[src/rtl/tut_dl_pkg.sv]
// -----------------------------------------------------------------------------
// tut_dl_pkg
// Shared definitions for the Tutankham ROM download path.
//   dl_state_t       : download sequencer states.
//   *_BASE           : byte offsets of the LUT/PROM regions inside the image
//                      (the EPROM images occupy everything below TILE_LUT_BASE).
//   DEFAULT_ROM_SIZE : full image length (EPROMs + tile LUT + sprite LUT +
//                      colour PROM).
//   region_of()      : maps an image byte address to the region it lands in.
//   checksum_add()   : one step of the mod-2^16 running byte sum.
// -----------------------------------------------------------------------------
package tut_dl_pkg;

    typedef enum logic [2:0] {
        IDLE,
        LOAD,
        CHECK,
        HOLD,
        DONE,
        ERROR
    } dl_state_t;

    localparam logic [24:0] TILE_LUT_BASE    = 25'h17000;
    localparam logic [24:0] SPRITE_LUT_BASE  = 25'h17100;
    localparam logic [24:0] COLOR_PROM_BASE  = 25'h17200;
    localparam logic [24:0] COLOR_PROM_BYTES = 25'h00020;
    localparam logic [24:0] DEFAULT_ROM_SIZE = COLOR_PROM_BASE + COLOR_PROM_BYTES;

    typedef enum logic [1:0] {
        REGION_EPROM,
        REGION_TILE_LUT,
        REGION_SPRITE_LUT,
        REGION_COLOR_PROM
    } rom_region_t;

    function automatic rom_region_t region_of(input logic [24:0] addr);
        rom_region_t region;
        if (addr >= COLOR_PROM_BASE) begin
            region = REGION_COLOR_PROM;
        end else if (addr >= SPRITE_LUT_BASE) begin
            region = REGION_SPRITE_LUT;
        end else if (addr >= TILE_LUT_BASE) begin
            region = REGION_TILE_LUT;
        end else begin
            region = REGION_EPROM;
        end
        return region;
    endfunction

    function automatic logic [15:0] checksum_add(input logic [15:0] sum,
                                                 input logic [7:0]  data);
        return sum + {8'h00, data};
    endfunction

endpackage

[src/rtl/dl_edge_det.sv]
// -----------------------------------------------------------------------------
// dl_edge_det
// One-bit edge detector. The input is compared against its own registered
// copy, so rise/fall are valid in the same cycle the new level appears.
//   clk   : clock
//   rst_n : asynchronous active-low reset (registered copy clears to 0)
//   din   : level to watch
//   rise  : din is 1 now and was 0 last cycle
//   fall  : din is 0 now and was 1 last cycle
// -----------------------------------------------------------------------------
module dl_edge_det (
    input  logic clk,
    input  logic rst_n,
    input  logic din,
    output logic rise,
    output logic fall
);

    logic din_reg;

    always_ff @(posedge clk or negedge rst_n) begin
        if (!rst_n) begin
            din_reg <= 1'b0;
        end else begin
            din_reg <= din;
        end
    end

    assign rise = din & ~din_reg;
    assign fall = ~din & din_reg;

endmodule

[src/rtl/rom_dl_sequencer.sv]
// -----------------------------------------------------------------------------
// rom_dl_sequencer
// Registers the HPS ioctl byte stream for the ROM image, checks it (sequential
// addressing, index filtering, total length), produces clean RAM write strobes
// and a running checksum, and keeps the core in reset until a complete image
// has landed plus a settle delay.
//   CLK_DL         : download/system clock
//   RESET_N        : asynchronous active-low reset
//   ioctl_download : HPS transfer active
//   ioctl_index    : file index of the transfer (only ROM_INDEX is used)
//   ioctl_wr       : one-cycle byte strobe
//   ioctl_addr     : byte address of ioctl_dout
//   ioctl_dout     : byte data
//   dl_wr          : registered one-cycle write strobe to the RAM decode
//   dl_addr        : registered write address (passed through unmodified)
//   dl_data        : registered write data
//   core_reset     : active-high reset to CPUs and video
//   rom_ready      : image complete and valid
//   load_error     : sticky short/long/non-sequential image flag
//   byte_count     : bytes accepted in the current load (saturates at ROM_SIZE)
//   checksum       : mod-2^16 sum of accepted bytes
// -----------------------------------------------------------------------------
module rom_dl_sequencer
    import tut_dl_pkg::*;
#(
    parameter logic [7:0]  ROM_INDEX   = 8'h00,
    parameter logic [24:0] ROM_SIZE    = DEFAULT_ROM_SIZE,
    parameter int unsigned HOLD_CYCLES = 16
) (
    input  logic        CLK_DL,
    input  logic        RESET_N,
    input  logic        ioctl_download,
    input  logic [7:0]  ioctl_index,
    input  logic        ioctl_wr,
    input  logic [24:0] ioctl_addr,
    input  logic [7:0]  ioctl_dout,
    output logic        dl_wr,
    output logic [24:0] dl_addr,
    output logic [7:0]  dl_data,
    output logic        core_reset,
    output logic        rom_ready,
    output logic        load_error,
    output logic [24:0] byte_count,
    output logic [15:0] checksum
);

    localparam logic [15:0] HOLD_LOAD = 16'(HOLD_CYCLES - 1);

    dl_state_t   state_reg, state_next;
    logic [15:0] hold_cnt_reg, hold_cnt_next;
    logic        dl_wr_reg, dl_wr_next;
    logic [24:0] dl_addr_reg, dl_addr_next;
    logic [7:0]  dl_data_reg, dl_data_next;
    logic [24:0] byte_count_reg, byte_count_next;
    logic [15:0] checksum_reg, checksum_next;
    logic        load_error_reg, load_error_next;
    logic        core_reset_reg;
    logic        rom_ready_reg;

    logic        active;
    logic        active_rise;
    logic        active_fall;

    // A transfer with any other index never qualifies, so it cannot disturb
    // the sequencer at all.
    assign active = ioctl_download && (ioctl_index == ROM_INDEX);

    dl_edge_det u_active_edge (
        .clk   (CLK_DL),
        .rst_n (RESET_N),
        .din   (active),
        .rise  (active_rise),
        .fall  (active_fall)
    );

    always_comb begin
        state_next      = state_reg;
        hold_cnt_next   = hold_cnt_reg;
        dl_wr_next      = 1'b0;
        dl_addr_next    = dl_addr_reg;
        dl_data_next    = dl_data_reg;
        byte_count_next = byte_count_reg;
        checksum_next   = checksum_reg;
        load_error_next = load_error_reg;

        if (active_rise && (state_reg != LOAD)) begin
            // A new image restarts from any non-loading state.
            state_next      = LOAD;
            byte_count_next = '0;
            checksum_next   = '0;
            load_error_next = 1'b0;
        end else begin
            case (state_reg)
                LOAD: begin
                    // Writes are honoured even on the cycle active falls, since
                    // the last byte can share a cycle with download dropping.
                    if (ioctl_wr) begin
                        if (byte_count_reg < ROM_SIZE) begin
                            dl_wr_next      = 1'b1;
                            dl_addr_next    = ioctl_addr;
                            dl_data_next    = ioctl_dout;
                            byte_count_next = byte_count_reg + 25'd1;
                            checksum_next   = checksum_add(checksum_reg, ioctl_dout);
                            if (ioctl_addr != byte_count_reg) begin
                                load_error_next = 1'b1;
                            end
                        end else begin
                            // Overlong image: drop the byte, flag it.
                            load_error_next = 1'b1;
                        end
                    end
                    if (active_fall) begin
                        state_next = CHECK;
                    end
                end
                CHECK: begin
                    if ((byte_count_reg == ROM_SIZE) && !load_error_reg) begin
                        state_next    = HOLD;
                        hold_cnt_next = HOLD_LOAD;
                    end else begin
                        state_next      = ERROR;
                        load_error_next = 1'b1;
                    end
                end
                HOLD: begin
                    if (hold_cnt_reg == 16'd0) begin
                        state_next = DONE;
                    end else begin
                        hold_cnt_next = hold_cnt_reg - 16'd1;
                    end
                end
                IDLE, DONE, ERROR: begin
                    state_next = state_reg;
                end
                default: begin
                    state_next = IDLE;
                end
            endcase
        end
    end

    always_ff @(posedge CLK_DL or negedge RESET_N) begin
        if (!RESET_N) begin
            state_reg      <= IDLE;
            hold_cnt_reg   <= '0;
            dl_wr_reg      <= 1'b0;
            dl_addr_reg    <= '0;
            dl_data_reg    <= '0;
            byte_count_reg <= '0;
            checksum_reg   <= '0;
            load_error_reg <= 1'b0;
            core_reset_reg <= 1'b1;
            rom_ready_reg  <= 1'b0;
        end else begin
            state_reg      <= state_next;
            hold_cnt_reg   <= hold_cnt_next;
            dl_wr_reg      <= dl_wr_next;
            dl_addr_reg    <= dl_addr_next;
            dl_data_reg    <= dl_data_next;
            byte_count_reg <= byte_count_next;
            checksum_reg   <= checksum_next;
            load_error_reg <= load_error_next;
            // Status follows the next state so core_reset goes high on the
            // very edge a new load is detected, ahead of the first dl_wr.
            core_reset_reg <= (state_next != DONE);
            rom_ready_reg  <= (state_next == DONE);
        end
    end

    assign dl_wr      = dl_wr_reg;
    assign dl_addr    = dl_addr_reg;
    assign dl_data    = dl_data_reg;
    assign byte_count = byte_count_reg;
    assign checksum   = checksum_reg;
    assign load_error = load_error_reg;
    assign core_reset = core_reset_reg;
    assign rom_ready  = rom_ready_reg;

endmodule

[config.mk]
export PLATFORM = sky130hd
export DESIGN_NAME = rom_dl_sequencer
export DESIGN_NICKNAME = d
export VERILOG_FILES = /design/src/rtl/tut_dl_pkg.sv /design/src/rtl/dl_edge_det.sv /design/src/rtl/rom_dl_sequencer.sv
export SDC_FILE = /design/constraint.sdc
export NUM_CORES = 1
export LEC_CHECK = 0
export BUFFER_PORTS_ARGS = -buffer_cell sky130_fd_sc_hd__buf_4
export CAP_MARGIN = 15
export CORE_MARGIN = 2
export CORE_UTILIZATION = 59
export CTS_CLUSTER_DIAMETER = 40
export DETAILED_ROUTE_END_ITERATION = 8
export MAX_ROUTING_LAYER = met4
export PLACE_DENSITY = 0.95
export SLEW_MARGIN = 10
export SYNTH_ARGS = -nofsm -noshare
export SYNTH_HDL_FRONTEND = slang
export SYNTH_SLANG_ARGS = --single-unit
[constraint.sdc]
create_clock -name CLK_DL -period 5.6 [get_ports CLK_DL]
set_input_delay 1.12 -clock CLK_DL [delete_from_list [all_inputs] [get_ports CLK_DL]]
set_output_delay 1.12 -clock CLK_DL [all_outputs]
set_load 0.005 [all_outputs]
==> impl_metrics.xml <==
<?xml version="1.0" encoding="UTF-8"?>
<metrics>
  <group name="drt">
    <metric name="first_pass_iters" unit="">5</metric>
    <metric name="drt-wirelength-per-cell" unit="microns">17.6</metric>
    <metric name="route.final.wire_length" unit="microns">14200</metric>
    <metric name="detail_route.drc_violations" unit="">0</metric>
    <metric name="ant_nets" unit="">0</metric>
    <metric name="drt_iter0_drc" unit="">399</metric>
    <metric name="route.detailed.vias_per_inst" unit="">6.23</metric>
    <metric name="vias" unit="">5026</metric>
  </group>
  <group name="sta">
    <metric name="period_share" unit="%">68.0</metric>
    <metric name="final.min_clock_period" unit="ns">3.81</metric>
    <metric name="hold_violations" unit="">0</metric>
    <metric name="fin_tns_setup" unit="ns">0</metric>
    <metric name="slew_viol_final" unit="">0</metric>
    <metric name="report.final.setup_viol" unit="">0</metric>
    <metric name="rsz0062_at_grt" unit="">false</metric>
    <metric name="timing_worst_slew_pin_value" unit="ns">0.923</metric>
    <metric name="finalClockSkew" unit="ns">0.0110</metric>
    <metric name="tightest_hold_margin" unit="ns">0.487</metric>
    <metric name="timing.max_slew.rel_slack" unit="%">36.8</metric>
    <metric name="clock.fmax" unit="GHz">0.262</metric>
  </group>
  <group name="synthesis">
    <metric name="post_synth_and_or_nand_nor_area_fraction" unit="%">28.2</metric>
    <metric name="synth.top_cells.by_area" unit="">sky130_fd_sc_hd__dfrtp_1, sky130_fd_sc_hd__nand2_1, sky130_fd_sc_hd__xor2_1, sky130_fd_sc_hd__ha_1, sky130_fd_sc_hd__nor2_1</metric>
    <metric name="top_cell_type_by_total_area_after_synthesis" unit="">sky130_fd_sc_hd__dfrtp_1</metric>
    <metric name="post_synth.cell_area_avg" unit="sq um">9.13</metric>
    <metric name="synth_seq_cells" unit="">98</metric>
    <metric name="synth_cell_type_count" unit="">65</metric>
    <metric name="dominant_combinational_cell_family_by_area_after_synthesis" unit="">simple AND/OR/NAND/NOR gates</metric>
    <metric name="synth-compound-area-share" unit="%">11.8</metric>
    <metric name="share_of_the_synthesized_area_in_the_top_cell_type" unit="%">45.1</metric>
    <metric name="synthMuxAreaShare" unit="%">1.86</metric>
    <metric name="yosys_warnings" unit="">0</metric>
    <metric name="synthesis.instances" unit="">590</metric>
    <metric name="post_synth_xor_area_fraction" unit="%">5.86</metric>
    <metric name="postSynthNetCount" unit="">647</metric>
    <metric name="yosys.area_share.adder" unit="%">2.93</metric>
    <metric name="synth.yosys.seq_area_share" unit="%">45.6</metric>
    <metric name="post_synth_edffs" unit="">0</metric>
    <metric name="async_reset_ff_share" unit="%">100</metric>
    <metric name="yosys_most_used_dff" unit="">sky130_fd_sc_hd__dfrtp_1</metric>
    <metric name="syn-cell-area" unit="sq um">5380</metric>
  </group>
  <group name="finish">
    <metric name="finish.net_count" unit="">753</metric>
    <metric name="final_common_cell" unit="">sky130_fd_sc_hd__nand2_1</metric>
    <metric name="layout-drive-gt1-share" unit="%">22.2</metric>
    <metric name="synthToLayoutAreaGrowth" unit="%">21.0</metric>
    <metric name="n_antenna_cell" unit="">0</metric>
    <metric name="layout_common_cells" unit="">sky130_fd_sc_hd__nand2_1, sky130_fd_sc_hd__buf_4, sky130_fd_sc_hd__dfrtp_1</metric>
  </group>
  <group name="clocking">
    <metric name="cts.sinks" unit="">98</metric>
    <metric name="postCtsSetupRepairBufs" unit="">0</metric>
    <metric name="clock_latency" unit="ns">0.36</metric>
    <metric name="htree_levels" unit="">3</metric>
    <metric name="cts.clk_slew.worst_paths" unit="ns">0.09</metric>
    <metric name="clockRootBuffer" unit="">sky130_fd_sc_hd__clkbuf_8</metric>
    <metric name="tritoncts.num_buffers" unit="">9</metric>
    <metric name="post_cts_resized" unit="">0</metric>
    <metric name="cts_tree" unit="">built</metric>
    <metric name="cts_hold_buf" unit="">0</metric>
    <metric name="cts_max_path_buffers" unit="">2</metric>
  </group>
  <group name="die">
    <metric name="design.die.area" unit="sq um">9910</metric>
    <metric name="die-height" unit="microns">99.5</metric>
    <metric name="placementRows" unit="">34</metric>
    <metric name="floorplan.initialDensity" unit="%">61.1</metric>
    <metric name="pin_count" unit="">123</metric>
    <metric name="core-area" unit="sq um">8810</metric>
    <metric name="die_x" unit="microns">99.5</metric>
  </group>
  <group name="global_routing">
    <metric name="vias_in_the_first_global_route" unit="">4790</metric>
    <metric name="gr-total-overflow" unit="">0</metric>
    <metric name="grt_pass1_wl" unit="microns">23200</metric>
    <metric name="grtUsageTotal" unit="%">30.0</metric>
    <metric name="grt_start_max_net_pins" unit="">74</metric>
    <metric name="initial_antenna_violation_count" unit="">0</metric>
  </group>
  <group name="place">
    <metric name="routabilityCongestion" unit="">0.926</metric>
    <metric name="hpwl" unit="microns">10400</metric>
    <metric name="port-buffer-count" unit="">122</metric>
  </group>
  <group name="power_and_ir_drop">
    <metric name="power_density" unit="nW/um^2">321</metric>
    <metric name="cell_internal_power" unit="W">0.00141</metric>
    <metric name="power.share.combinational" unit="%">32.3</metric>
    <metric name="power.share.switching" unit="%">32.7</metric>
    <metric name="seqPwrFrac" unit="%">46.3</metric>
    <metric name="clock_power_share" unit="%">21.5</metric>
    <metric name="p_sw" unit="W">0.000684</metric>
    <metric name="p_leak" unit="nW">3.27</metric>
    <metric name="maximum_vdd_drop" unit="mV">0.207</metric>
  </group>
  <group name="critical_path">
    <metric name="end_kind" unit="">flip-flop</metric>
    <metric name="crit_path_max_fanout" unit="">48</metric>
    <metric name="required_time_worst_endpoint" unit="ns">5.84</metric>
    <metric name="path_class" unit="">flip-flop to flip-flop</metric>
    <metric name="critical_path_arrival" unit="ns">4.05</metric>
    <metric name="critical_path.startpoint_type" unit="">flip-flop</metric>
  </group>
  <group name="min_path">
    <metric name="holdCritPathClass" unit="">flip-flop to flip-flop</metric>
  </group>
  <group name="run_status">
    <metric name="status" unit="">finished clean</metric>
  </group>
  <group name="job">
    <metric name="maxCapViolCount" unit="">0</metric>
  </group>
</metrics>
## metal layers
layer / GRT usage, % / share of wire [%] / vias up
li1: - / - / 2299
met1: 39.3 / 41 / 2419
met2: 47.7 / 49 / 264
met3: 4.01 / 7.4 / 44
met4: 12.4 / 2.9 / 0
met5: - / 0 / -
## metrics by stage
step	utilization [%]	setup WS, ns	instances	instance area (sq um)	power (W)
5_1_grt	74.0	1.51	807	6510	0.00222
4_1_cts	74.0	1.93	807	6510	0.00209
6_report	74.0	1.79	807	6510	0.00209
3_5_place_dp	71.9	1.86	793	6330	0.00165
2_1_floorplan	-	2.71	590	5380	0.00127
3_3_place_gp	71.9	1.95	793	6330	0.00161
## cell type report
class / count / area (sq um)
clock inverter: 2 / 38.8
tap: 108 / 135
inverter: 16 / 60.1
fill: 609 / 2290
timing repair buffer: 127 / 953
multi-input combinational: 444 / 2730
sequential: 98 / 2450
clock buffer: 12 / 145
## synthesized netlist by cell type, types with 5 or more instances
| master | instances |
|---|---|
| sky130_fd_sc_hd__nand3_1 | 20 |
| sky130_fd_sc_hd__dfrtp_1 | 97 |
| sky130_fd_sc_hd__and3_1 | 8 |
| sky130_fd_sc_hd__o21a_1 | 5 |
| sky130_fd_sc_hd__nor3_1 | 10 |
| sky130_fd_sc_hd__or3_1 | 11 |
| sky130_fd_sc_hd__xor2_1 | 23 |
| sky130_fd_sc_hd__nor2_1 | 34 |
| sky130_fd_sc_hd__a21oi_1 | 24 |
| sky130_fd_sc_hd__and4_1 | 6 |
| sky130_fd_sc_hd__o31ai_1 | 6 |
| sky130_fd_sc_hd__nor4_1 | 15 |
| sky130_fd_sc_hd__inv_1 | 15 |
| sky130_fd_sc_hd__xnor2_1 | 13 |
| sky130_fd_sc_hd__a211oi_1 | 6 |
| sky130_fd_sc_hd__nor4b_1 | 7 |
| sky130_fd_sc_hd__and2_1 | 10 |
| sky130_fd_sc_hd__buf_2 | 6 |
| sky130_fd_sc_hd__mux2i_1 | 10 |
| sky130_fd_sc_hd__ha_1 | 11 |
| sky130_fd_sc_hd__nand2_1 | 128 |
| sky130_fd_sc_hd__clkbuf_1 | 22 |
| sky130_fd_sc_hd__nand4_1 | 14 |
| sky130_fd_sc_hd__nand2b_1 | 10 |
| sky130_fd_sc_hd__or4_1 | 8 |
| sky130_fd_sc_hd__o21ai_0 | 13 |
| sky130_fd_sc_hd__o211ai_1 | 5 |
## path summary, 6_finish.rpt
path                           startpoint              end  slack, ns  depth (start not counted)
max                        byte_count[12]      checksum[7]       1.79                          8
min in group asynchronous         RESET_N       dl_addr[1]       0.66                          1
min reg2reg                   dl_addr[11]      dl_addr[11]       0.49                          2
max in group asynchronous         RESET_N  hold_cnt_reg[5]       3.71                          2
max reg2reg                byte_count[12]      checksum[7]       1.79                          8
min                           dl_addr[11]      dl_addr[11]       0.49                          2
## logic make-up (layout without fill, tap and decap cells)
| family | after synthesis | in the layout |
|---|---|---|
| AND/OR/NAND/NOR | 297 | 297 |
| XOR/XNOR | 36 | 36 |
| buffers and inverters | 48 | 157 |
| AO/OA/AOI/OAI | 89 | 89 |
| adder cells (fa/ha/maj) | 12 | 12 |
| flip-flops | 98 | 98 |
| multiplexers | 10 | 10 |
## worst max-delay path: stages, from the launching register on
cell and delay [ns]:
sky130_fd_sc_hd__dfrtp_1 0.49, sky130_fd_sc_hd__nand4_1 0.32, sky130_fd_sc_hd__a211oi_2 0.73, sky130_fd_sc_hd__or3_1 0.21
sky130_fd_sc_hd__buf_4 0.41, sky130_fd_sc_hd__clkinv_1 0.83, sky130_fd_sc_hd__buf_4 0.49, sky130_fd_sc_hd__o211ai_1 0.10
sky130_fd_sc_hd__nand3_1 0.10
## power by group through the flow
stage                     Sequential (W)  Combinational [W]  Clock [W]
after global placement          0.000971           0.000638          0
after global routing            0.000984           0.000749   0.000484
final                           0.000966           0.000674   0.000449
after detailed placement        0.000975           0.000672          0
after CTS                       0.000962           0.000677   0.000450
after floorplan                 0.000966           0.000308          0
Note: power is estimated with default switching activity, not from simulation.
